===== config.mk =====
export PLATFORM = sky130hd
export DESIGN_NAME = lifo_stack
export DESIGN_NICKNAME = d
export VERILOG_FILES = /design/src/rtl/lifo_pkg.sv /design/src/rtl/lifo_mem.sv /design/src/rtl/lifo_stack.sv
export SDC_FILE = /design/constraint.sdc
export NUM_CORES = 1
export LEC_CHECK = 0
export ABC_CLOCK_PERIOD_IN_PS = 3030
export BUFFER_PORTS_ARGS = -buffer_cell sky130_fd_sc_hd__buf_2
export CAP_MARGIN = 20
export CELL_PAD_IN_SITES_DETAIL_PLACEMENT = 1
export CELL_PAD_IN_SITES_GLOBAL_PLACEMENT = 2
export CORE_AREA = 3 3 85 119
export CTS_BUF_LIST = sky130_fd_sc_hd__clkbuf_4
export CTS_CLUSTER_SIZE = 28
export DETAILED_ROUTE_END_ITERATION = 16
export DIE_AREA = 0 0 88 122
export PLACE_DENSITY_LB_ADDON = 0.05
export REMOVE_ABC_BUFFERS = 1
export SLEW_MARGIN = 20
export SYNTH_ARGS = -nofsm -noshare
export SYNTH_HDL_FRONTEND = slang
export SYNTH_SLANG_ARGS = --single-unit

===== constraint.sdc =====
create_clock -name clk -period 3.03 [get_ports clk]
set_clock_uncertainty 0.2 [all_clocks]
set_input_delay 0.303 -clock clk [delete_from_list [all_inputs] [get_ports clk]]
set_output_delay 0.303 -clock clk [all_outputs]
set_load 0.01 [all_outputs]

===== src/rtl/lifo_pkg.sv =====
// Shared definitions for the LIFO stack: accepted-operation encoding and the
// occupancy-counter width helper.
// Optional build macro used by lifo_stack: LIFO_WATERMARK_EN.
package lifo_pkg;

    // Operation actually performed on a given edge. Rejected requests
    // decode to OP_IDLE or OP_PUSH; the error flags are derived separately.
    typedef enum logic [1:0] {
        OP_IDLE = 2'b00,
        OP_PUSH = 2'b01,
        OP_POP  = 2'b10,
        OP_SWAP = 2'b11
    } lifo_op_e;

    // Number of bits needed to hold an occupancy from 0 up to depth inclusive.
    function automatic int cnt_width(input int depth);
        return $clog2(depth + 1);
    endfunction

endpackage : lifo_pkg


===== src/rtl/lifo_mem.sv =====
// Storage array for the LIFO stack: DEPTH x DATA_W registers, one synchronous
// write port and one asynchronous read port. Addresses are occupancy-width
// values; a read address outside 0..DEPTH-1 returns zero.
module lifo_mem
    import lifo_pkg::*;
#(
    parameter int DATA_W = 8,
    parameter int DEPTH  = 8,
    parameter int ADDR_W = cnt_width(DEPTH)
) (
    input  logic              clk,
    input  logic              i_we,
    input  logic [ADDR_W-1:0] i_waddr,
    input  logic [DATA_W-1:0] i_wdata,
    input  logic [ADDR_W-1:0] i_raddr,
    output logic [DATA_W-1:0] o_rdata
);

    logic [DATA_W-1:0] r_mem [DEPTH];

    // Write the addressed entry on an enabled edge.
    // NOTE: the array has no reset on purpose; contents are only ever read
    // below the occupancy count, so a reset would cost a clear path per entry
    // for no functional gain.
    always_ff @(posedge clk) begin
        for (int i = 0; i < DEPTH; i++) begin
            if (i_we && (i_waddr == ADDR_W'(i))) begin
                r_mem[i] <= i_wdata;
            end
        end
    end

    // Compare-based read mux, so the full-width occupancy address needs no
    // truncation and an out-of-range address simply yields zero.
    // NOTE: the output gets a default before the loop so no path leaves it
    // unassigned and no latch is inferred.
    always_comb begin
        o_rdata = '0;
        for (int i = 0; i < DEPTH; i++) begin
            if (i_raddr == ADDR_W'(i)) begin
                o_rdata = r_mem[i];
            end
        end
    end

endmodule : lifo_mem


===== src/rtl/lifo_stack.sv =====
// Parametrised synchronous LIFO stack with registered pop data and valid
// strobe, same-cycle replace-top (push+pop), combinational top-entry peek,
// occupancy count and sticky overflow/underflow flags.
// Optional build macro: LIFO_WATERMARK_EN adds almost_full / almost_empty.
module lifo_stack
    import lifo_pkg::*;
#(
    parameter  int DATA_W    = 8,
    parameter  int DEPTH     = 8,
    parameter  int AFULL_LVL = DEPTH - 2,
    localparam int CNT_W     = cnt_width(DEPTH)
) (
    input  logic              clk,
    input  logic              rst,
    input  logic              push,
    input  logic [DATA_W-1:0] push_data,
    input  logic              pop,
    input  logic              clr_err,
    output logic [DATA_W-1:0] pop_data,
    output logic              pop_valid,
    output logic [DATA_W-1:0] top_data,
    output logic              empty,
    output logic              full,
    output logic [CNT_W-1:0]  count,
    output logic              overflow,
    output logic              underflow
`ifdef LIFO_WATERMARK_EN
    ,
    output logic              almost_full,
    output logic              almost_empty
`endif
);

    // Elaboration-time parameter sanity checks.
    if (DEPTH < 2) begin : g_bad_depth
        $error("lifo_stack: DEPTH must be at least 2");
    end
    if ((AFULL_LVL < 0) || (AFULL_LVL > DEPTH)) begin : g_bad_afull
        $error("lifo_stack: AFULL_LVL must lie in 0..DEPTH");
    end

    logic [CNT_W-1:0]  r_count;
    logic [DATA_W-1:0] r_pop_data;
    logic              r_pop_valid;
    logic              r_overflow;
    logic              r_underflow;

    logic              w_empty;
    logic              w_full;
    logic [CNT_W-1:0]  w_top_idx;
    logic [CNT_W-1:0]  w_waddr;
    logic              w_we;
    logic [DATA_W-1:0] w_top_data;
    logic              w_pop_acc;
    logic              w_push_drop;
    logic              w_pop_reject;
    lifo_op_e          w_op;

    // Status is derived from the occupancy register alone.
    assign w_empty   = (r_count == '0);
    assign w_full    = (r_count == CNT_W'(DEPTH));
    assign w_top_idx = r_count - CNT_W'(1);

    // Decode the request pair into the operation that is actually accepted.
    // Push+pop on an empty stack degrades to a plain push.
    always_comb begin
        w_op = OP_IDLE;
        if (push && pop && !w_empty) begin
            w_op = OP_SWAP;
        end else if (push && !w_full) begin
            w_op = OP_PUSH;
        end else if (pop && !push && !w_empty) begin
            w_op = OP_POP;
        end
    end

    // Error conditions: a lone push while full, or any pop while empty.
    assign w_push_drop  = push && !pop && w_full;
    assign w_pop_reject = pop && w_empty;
    assign w_pop_acc    = (w_op == OP_POP) || (w_op == OP_SWAP);

    // A swap overwrites the current top; a push writes one slot above it.
    assign w_we    = (w_op == OP_PUSH) || (w_op == OP_SWAP);
    assign w_waddr = (w_op == OP_SWAP) ? w_top_idx : r_count;

    lifo_mem #(
        .DATA_W (DATA_W),
        .DEPTH  (DEPTH),
        .ADDR_W (CNT_W)
    ) u_mem (
        .clk     (clk),
        .i_we    (w_we),
        .i_waddr (w_waddr),
        .i_wdata (push_data),
        .i_raddr (w_top_idx),
        .o_rdata (w_top_data)
    );

    // Occupancy, pop data/strobe and sticky error flags.
    // NOTE: all state here uses non-blocking assignments so every register
    // samples the pre-edge values, independent of statement order.
    always_ff @(posedge clk or posedge rst) begin
        if (rst) begin
            r_count     <= '0;
            r_pop_data  <= '0;
            r_pop_valid <= 1'b0;
            r_overflow  <= 1'b0;
            r_underflow <= 1'b0;
        end else begin
            unique case (w_op)
                OP_PUSH: r_count <= r_count + CNT_W'(1);
                OP_POP:  r_count <= r_count - CNT_W'(1);
                default: r_count <= r_count;
            endcase
            r_pop_valid <= w_pop_acc;
            if (w_pop_acc) begin
                r_pop_data <= w_top_data;
            end
            // A new error in the clearing cycle wins over the clear.
            r_overflow  <= (r_overflow  && !clr_err) || w_push_drop;
            r_underflow <= (r_underflow && !clr_err) || w_pop_reject;
        end
    end

    assign pop_data  = r_pop_data;
    assign pop_valid = r_pop_valid;
    assign top_data  = w_top_data;
    assign empty     = w_empty;
    assign full      = w_full;
    assign count     = r_count;
    assign overflow  = r_overflow;
    assign underflow = r_underflow;

`ifdef LIFO_WATERMARK_EN
    assign almost_full  = (r_count >= CNT_W'(AFULL_LVL));
    assign almost_empty = (r_count <= CNT_W'(1));
`else
    // Watermark outputs are not built in this configuration.
`endif

endmodule : lifo_stack


* Yosys cells after proc, flatten, opt, wreduce, memory -nomap -nowiden
Memories as Yosys holds them, arrays and structs flattened.
Cells that the tools add are included.
** Operators by class
- $add $sub $neg :: 2
- Multipliers :: 0
- Divide/modulo/power cells :: 0
- Magnitude comparators :: 0
- Equal/unequal tests :: 18
- Shift-type cells :: 0
- Mux-type cells :: 50
- Bitwise operators :: 0
- Reduce and logical (&&, ||, !) cells :: 38
** Operators by type and width (count)
- $mux 8 :: 15
- $reduce_or 8->1 :: 7
- $eq 4x3->1 const B :: 8
- $mux 1 :: 23
- $mux 3 :: 7
- $logic_and 1x1->1 :: 18
- $eq 4x2->1 const B :: 4
- $logic_not 4->1 :: 3
- $eq 4x1->1 const B :: 2
- $pmux 4 s2 :: 1
- $mux 2 :: 3
- $logic_not 1->1 :: 5
- $add 4x1->4 const B :: 1
- $eq 2x2->1 const B :: 2
- $eq 4x4->1 const B :: 1
- $logic_or 1x1->1 :: 4
- $mux 4 :: 1
- $sub 4x1->4 const B :: 1
- $eq 2x1->1 const B :: 1
- $reduce_bool 2->1 :: 1
** Storage, ports and cells
- Flip-flop bits (word level) :: 15
- Bits in latches :: 0
- RAM bits :: 64
- ROM bits :: 0
- Bits of input ports :: 13
- Output and inout port bits :: 25
- Memories kept :: 1
** Memories
- u_mem.r_mem :: words 8, bits a word 8, rd ports 8, clocked after Yosys merged registers in 0, wr ports 1, RTL line lifo_mem.sv:19 : logic [DATA_W-1:0] r_mem [DEPTH];

* Longest topological paths before layout
- Depth after elaboration :: 20
- Depth in mapped cells :: 12
- Gate-level depth less buffers :: 11

* Modules after synthesis
From an unflattened synthesis, not the netlist that was laid out.
** Unflattened totals
- Cell total of the unflattened synthesis :: 209
- Area, all modules :: 3342.0 um2
** Modules (own cells, without submodules)
- lifo_mem :: instances 1, cells an instance 140, area each 2557.5 um2
- lifo_stack :: instances 1, cells an instance 69, area each 784.5 um2

* Worst setup path before layout
OpenSTA, ideal clock, no wires.
- Path type :: register to register
- Start point :: register r_count[0], in the netlist count[0]
- End point :: memory u_mem.r_mem[1][2], in the netlist u_mem.r_mem[0][10] (enable)
- Library setup time :: 0.370 ns
- Data arrival time :: 2.176 ns
- Required time :: 2.460 ns
- Path slack :: 0.283 ns
- Stages on the path, launching flop included :: 9
- Clock period less this slack :: 2.747 ns
- Path through :: dfrtp_1 buf_6 inv_1 ha_1 or3b_1 inv_2 nor3_4 o31a_2 nor2_1
** On the way
- Cells in the longest elaborated chain, start to end :: 20
** RTL lines
- start: declaration :: RTL line lifo_stack.sv:42 : logic [CNT_W-1:0] r_count;
- start signal: assignment :: RTL line lifo_stack.sv:111 : OP_PUSH: r_count <= r_count + CNT_W'(1);
- start signal: assignment :: RTL line lifo_stack.sv:112 : OP_POP: r_count <= r_count - CNT_W'(1);
- start signal: assignment :: RTL line lifo_stack.sv:113 : default: r_count <= r_count;
- $logic_not 4->1 (*) :: RTL line lifo_stack.sv:60 : assign w_empty = (r_count == '0);
- via empty :: RTL line lifo_stack.sv:22 : output logic empty,
- $logic_not 1->1 (*) :: RTL line lifo_stack.sv:68, lifo_stack.sv:72
- $logic_and 1x1->1 :: RTL line lifo_stack.sv:72 : end else if (pop && !push && !w_empty) begin
- $mux 2 :: RTL line lifo_stack.sv:72
- $mux 2 :: RTL line lifo_stack.sv:70 : end else if (push && !w_full) begin
- $mux 2 (*) :: RTL line lifo_stack.sv:68 : if (push && pop && !w_empty) begin
- $eq 2x2->1 :: RTL line lifo_stack.sv:83, lifo_stack.sv:84
- $mux 4 :: RTL line lifo_stack.sv:84 : assign w_waddr = (w_op == OP_SWAP) ? w_top_idx : r_count;
- $eq 4x1->1 :: RTL line lifo_mem.sv:27 : if (i_we && (i_waddr == ADDR_W'(i))) begin
- $logic_and 1x1->1 :: RTL line lifo_mem.sv:27
- $mux 1 :: RTL line lifo_mem.sv:27
- $mux 1 (implied by the code) :: RTL line lifo_mem.sv:28 : r_mem[i] <= i_wdata;
- $reduce_or 8->1 (no line)
- $mux 3 (no line) or $mux 1 (tied branches) (7 in a row)
- end: declaration :: RTL line lifo_mem.sv:19
Mark *: on every way through the listed nets, which the timed path passes. The rest lies on a longest branch.

* Worst setup path in the final report
- Start point :: register r_count[0], in the netlist count[0]
- End point :: output port top_data[0]
** On the way
- Cells in the longest elaborated chain, start to end :: 10
** RTL lines
- $sub 4x1->4 (*) :: RTL line lifo_stack.sv:62 : assign w_top_idx = r_count - CNT_W'(1);
- $logic_not 4->1 :: RTL line lifo_mem.sv:40 : if (i_raddr == ADDR_W'(i)) begin
- $mux 8 (7 in a row) :: RTL line lifo_mem.sv:40
- $mux 8 (*) :: RTL line lifo_mem.sv:40
- end: declaration :: RTL line lifo_stack.sv:21 : output logic [DATA_W-1:0] top_data,
Every way passes the cells marked *; elsewhere a longest branch is shown, timed or not.

==> out/metrics.yaml <==
routing:
  num_vias: 2777
  drtIter0Drc: 132
  wl_um: 10400
  drc: 0
  post_drt_wl_per_cell_um: 21.0
  antenna_left: 0
  first_pass_iters: 4
  vias_per_cell: 5.60
power:
  vdd_drop_max_uv: 657
  p_sw_share_pct: 40.4
  total_power_mw: 5.05
  p_comb_share_pct: 56.6
  seq_power_share_pct: 27.8
  power.density_nw_per_um2: 1020
  clkPwrFrac_pct: 15.7
  switchingPower_mw: 2.04
  p_leak_nw: 1.87
  p_int_mw: 3.01
final_layout:
  diodes: 0
  n_fill_cell: 948
  nets: 402
  final_util_pct: 54.3
  drive_gt1_share_pct: 39.1
  area_growth_pct: 32.7
worst_setup_path:
  crit_path_max_incr_delay_ps: 420
  cpMaxStageDelayCell: "dfrtp_1"
  cp_max_fo: 5
  timing.reg2reg.setup_slack_ps: 220
  arrival_ps: 2450
  endpoint_kind: "output port"
  crit_chain: "inv_2 > buf_6 > ha_4 > buf_12 > or3b_4 > a211oi_2 > or3_1 > a31oi_2 > buf_2"
  crit_required_ps: 2530
  critPathKind: "reg -> out"
  crit_path_start_kind: "register"
die:
  core_um2: 9080
  die_area_um2: 10700
  die_h_um: 122
  initial_core_util_pct: 40.9
  io_pins: 38
  die_w_um: 88
  num_rows: 41
grt:
  grt_pass1_vias: 2919
  antenna_found_initial: 0
  grt_max_degree: 23
  overflow: 0
  grt_usage_pct: 20.5
  grt_pass1_wl_um: 16100
clock_tree:
  cts.sinks: 79
  cts_tree: "built"
  clockBufferDepth: 2
  h-tree-depth: 3
  numCtsBuffers: 9
  insertion_delay_ps: 440
  clk_pin_slew_worst_paths_ps: 130
  cts_root_buf: "clkbuf_4"
sta:
  hold_violations: 0
  slew_headroom_pct: 52.0
  worst_slew_pin_slew_ps: 718
  fin_hold_ws_ps: 124
  period_share_pct: 97.5
  fmax_mhz: 338
  final-max-slew-violation-count: 0
  setup_viol_count_final: 0
  min_period_ps: 2950
  rsz0062_at_grt: "true"
synth:
  syn_avg_cell_area_um2: 12.1
  synth_cells: 306
  yosys.cell_types.count: 50
  yosysTopAreaCell: "edfxtp_1"
  synthFlopType: "edfxtp_1"
  synth-async-reset-ratio_pct: 19.0
  synth_edf_count: 64
  yosys-top-cells-area: "edfxtp_1 52%, dfrtp_1 10%, a221oi_1 5.0%"
  ys_seq_elements: 79
  synthTopCellsByCount: "64 x edfxtp_1, 25 x nand2_1, 21 x a221oi_1"
  yosysMostFrequentCell: "edfxtp_1"
  synth-seq-area-share_pct: 61.9
  yosys_warnings: 0
  synth_top_area_share_pct: 51.8
  synth_area_um2: 3710
job:
  max_cap_violations: 0
place:
  port_buffers: 37
  hpwl_um: 7340
  finalWeightedCongestion: 0.802
status:
  status: "finished, final reports clean"
worst_hold_path:
  holdCritPathClass: "in -> reg"
==> worst max-delay path, delay by kind of cell (launching register included) <==
kind | cells | cell delay [ps]
simple gates | 2 | 570
buf+inv | 4 | 540
flops | 1 | 420
compound gates | 2 | 290
fa+ha+maj | 1 | 210
==> logic make-up (layout without fill, tap and decap cells) <==
family / count (synthesis) / after routing / share of synthesized area [%]
multiplexers: 3 / 3 / 0.876
AND/OR/NAND/NOR: 104 / 104 / 14.8
flip-flops: 79 / 79 / 61.9
adder cells (fa/ha/maj): 5 / 5 / 1.69
buffers and inverters: 37 / 120 / 4.89
XOR/XNOR: 4 / 4 / 0.944
AO/OA/AOI/OAI: 74 / 74 / 14.9
==> power groups by stage <==
stage                     combinational (mW)  clock (mW)  sequential (mW)
final                                   2.86       0.791             1.40
after global routing                    3.09       0.851             1.42
after CTS                               2.46       0.802             1.39
after detailed placement                2.07           0             1.42
after global placement                  2.05           0             1.41
after floorplan                         1.14           0             1.50
==> registers in the layout (all words and copies together), names as in the netlist <==
register	cells
count	4
overflow	1
pop_data	8
pop_valid	1
u_mem.r_mem	64
underflow	1
==> layout make-up <==
class / count / area [um2] / share of cell area (%)
Inverter: 20 / 75.1 / 1.52
Multi-Input combinational cell: 190 / 1580 / 32.0
Clock buffer: 9 / 67.6 / 1.37
Sequential cell: 79 / 2300 / 46.6
Timing Repair Buffer: 84 / 663 / 13.5
Clock inverter: 7 / 111 / 2.26
Tap cell: 107 / 134 / 2.72
==> cell usage in the layout (no fill, tap or decap), drive strengths merged, types with 2 or more instances in the layout <==
master,count
nor2b,14
mux2,2
and3,9
buf,71
nand3b,2
dfrtp,15
nand2,26
o31ai,14
nand2b,5
nor2,22
o22ai,2
a211oi,8
clkbuf,11
a221oi,21
o21ai,7
clkinv,3
or3,2
nand3,5
ha,5
nor3,12
dlygate4sd3,11
edfxtp,64
a21oi,11
or3b,2
inv,20
bufinv,3
xnor2,3
nor4,2
a31oi,4
==> final timing paths <==
| kind | from | to | cells past startpoint |
|---|---|---|---|
| max in group asynchronous | rst | pop_data[5] | 3 |
| hold reg to reg | pop_data[4] | pop_data[4] | 2 |
| setup / recovery | count[0] | top_data[0] | 9 |
| setup reg to reg | count[0] | u_mem.r_mem[0][17] | 6 |
| hold / removal | pop | underflow | 3 |
| min in group asynchronous | rst | count[3] | 3 |
==> per-stage QoR <==
step | setup slack [ps] | TNS (ps) | cell area [um2] | std cells
5_1_grt | -19.5 | -68.1 | 4930 | 496
4_1_cts | -15.3 | -29.4 | 4650 | 487
3_5_place_dp | 135 | 0 | 4100 | 455
6_report | 75.2 | 0 | 4930 | 496
2_1_floorplan | 58.0 | 0 | 3610 | 289
3_3_place_gp | 145 | 0 | 4100 | 455
==> layer usage <==
layer  routed length [um]  GRT usage (%)
met1                 4160           23.0
met2                 5800           37.8
met3                  292           4.60
met4                  165           6.33
met5                    0              0
==> timing repair <==
item | 4_1_cts | 5_1_grt
endpoints found under the setup margin | 8 | 9
gates cloned | 1 | 2
setup buffers | 4 | 7
pin swaps | 7 | 7
hold buffers | 11 | 0
gates resized for setup | 38 | 34
endpoints found under the hold margin | 81 | 0
Note: power is estimated with default switching activity, not from simulation.
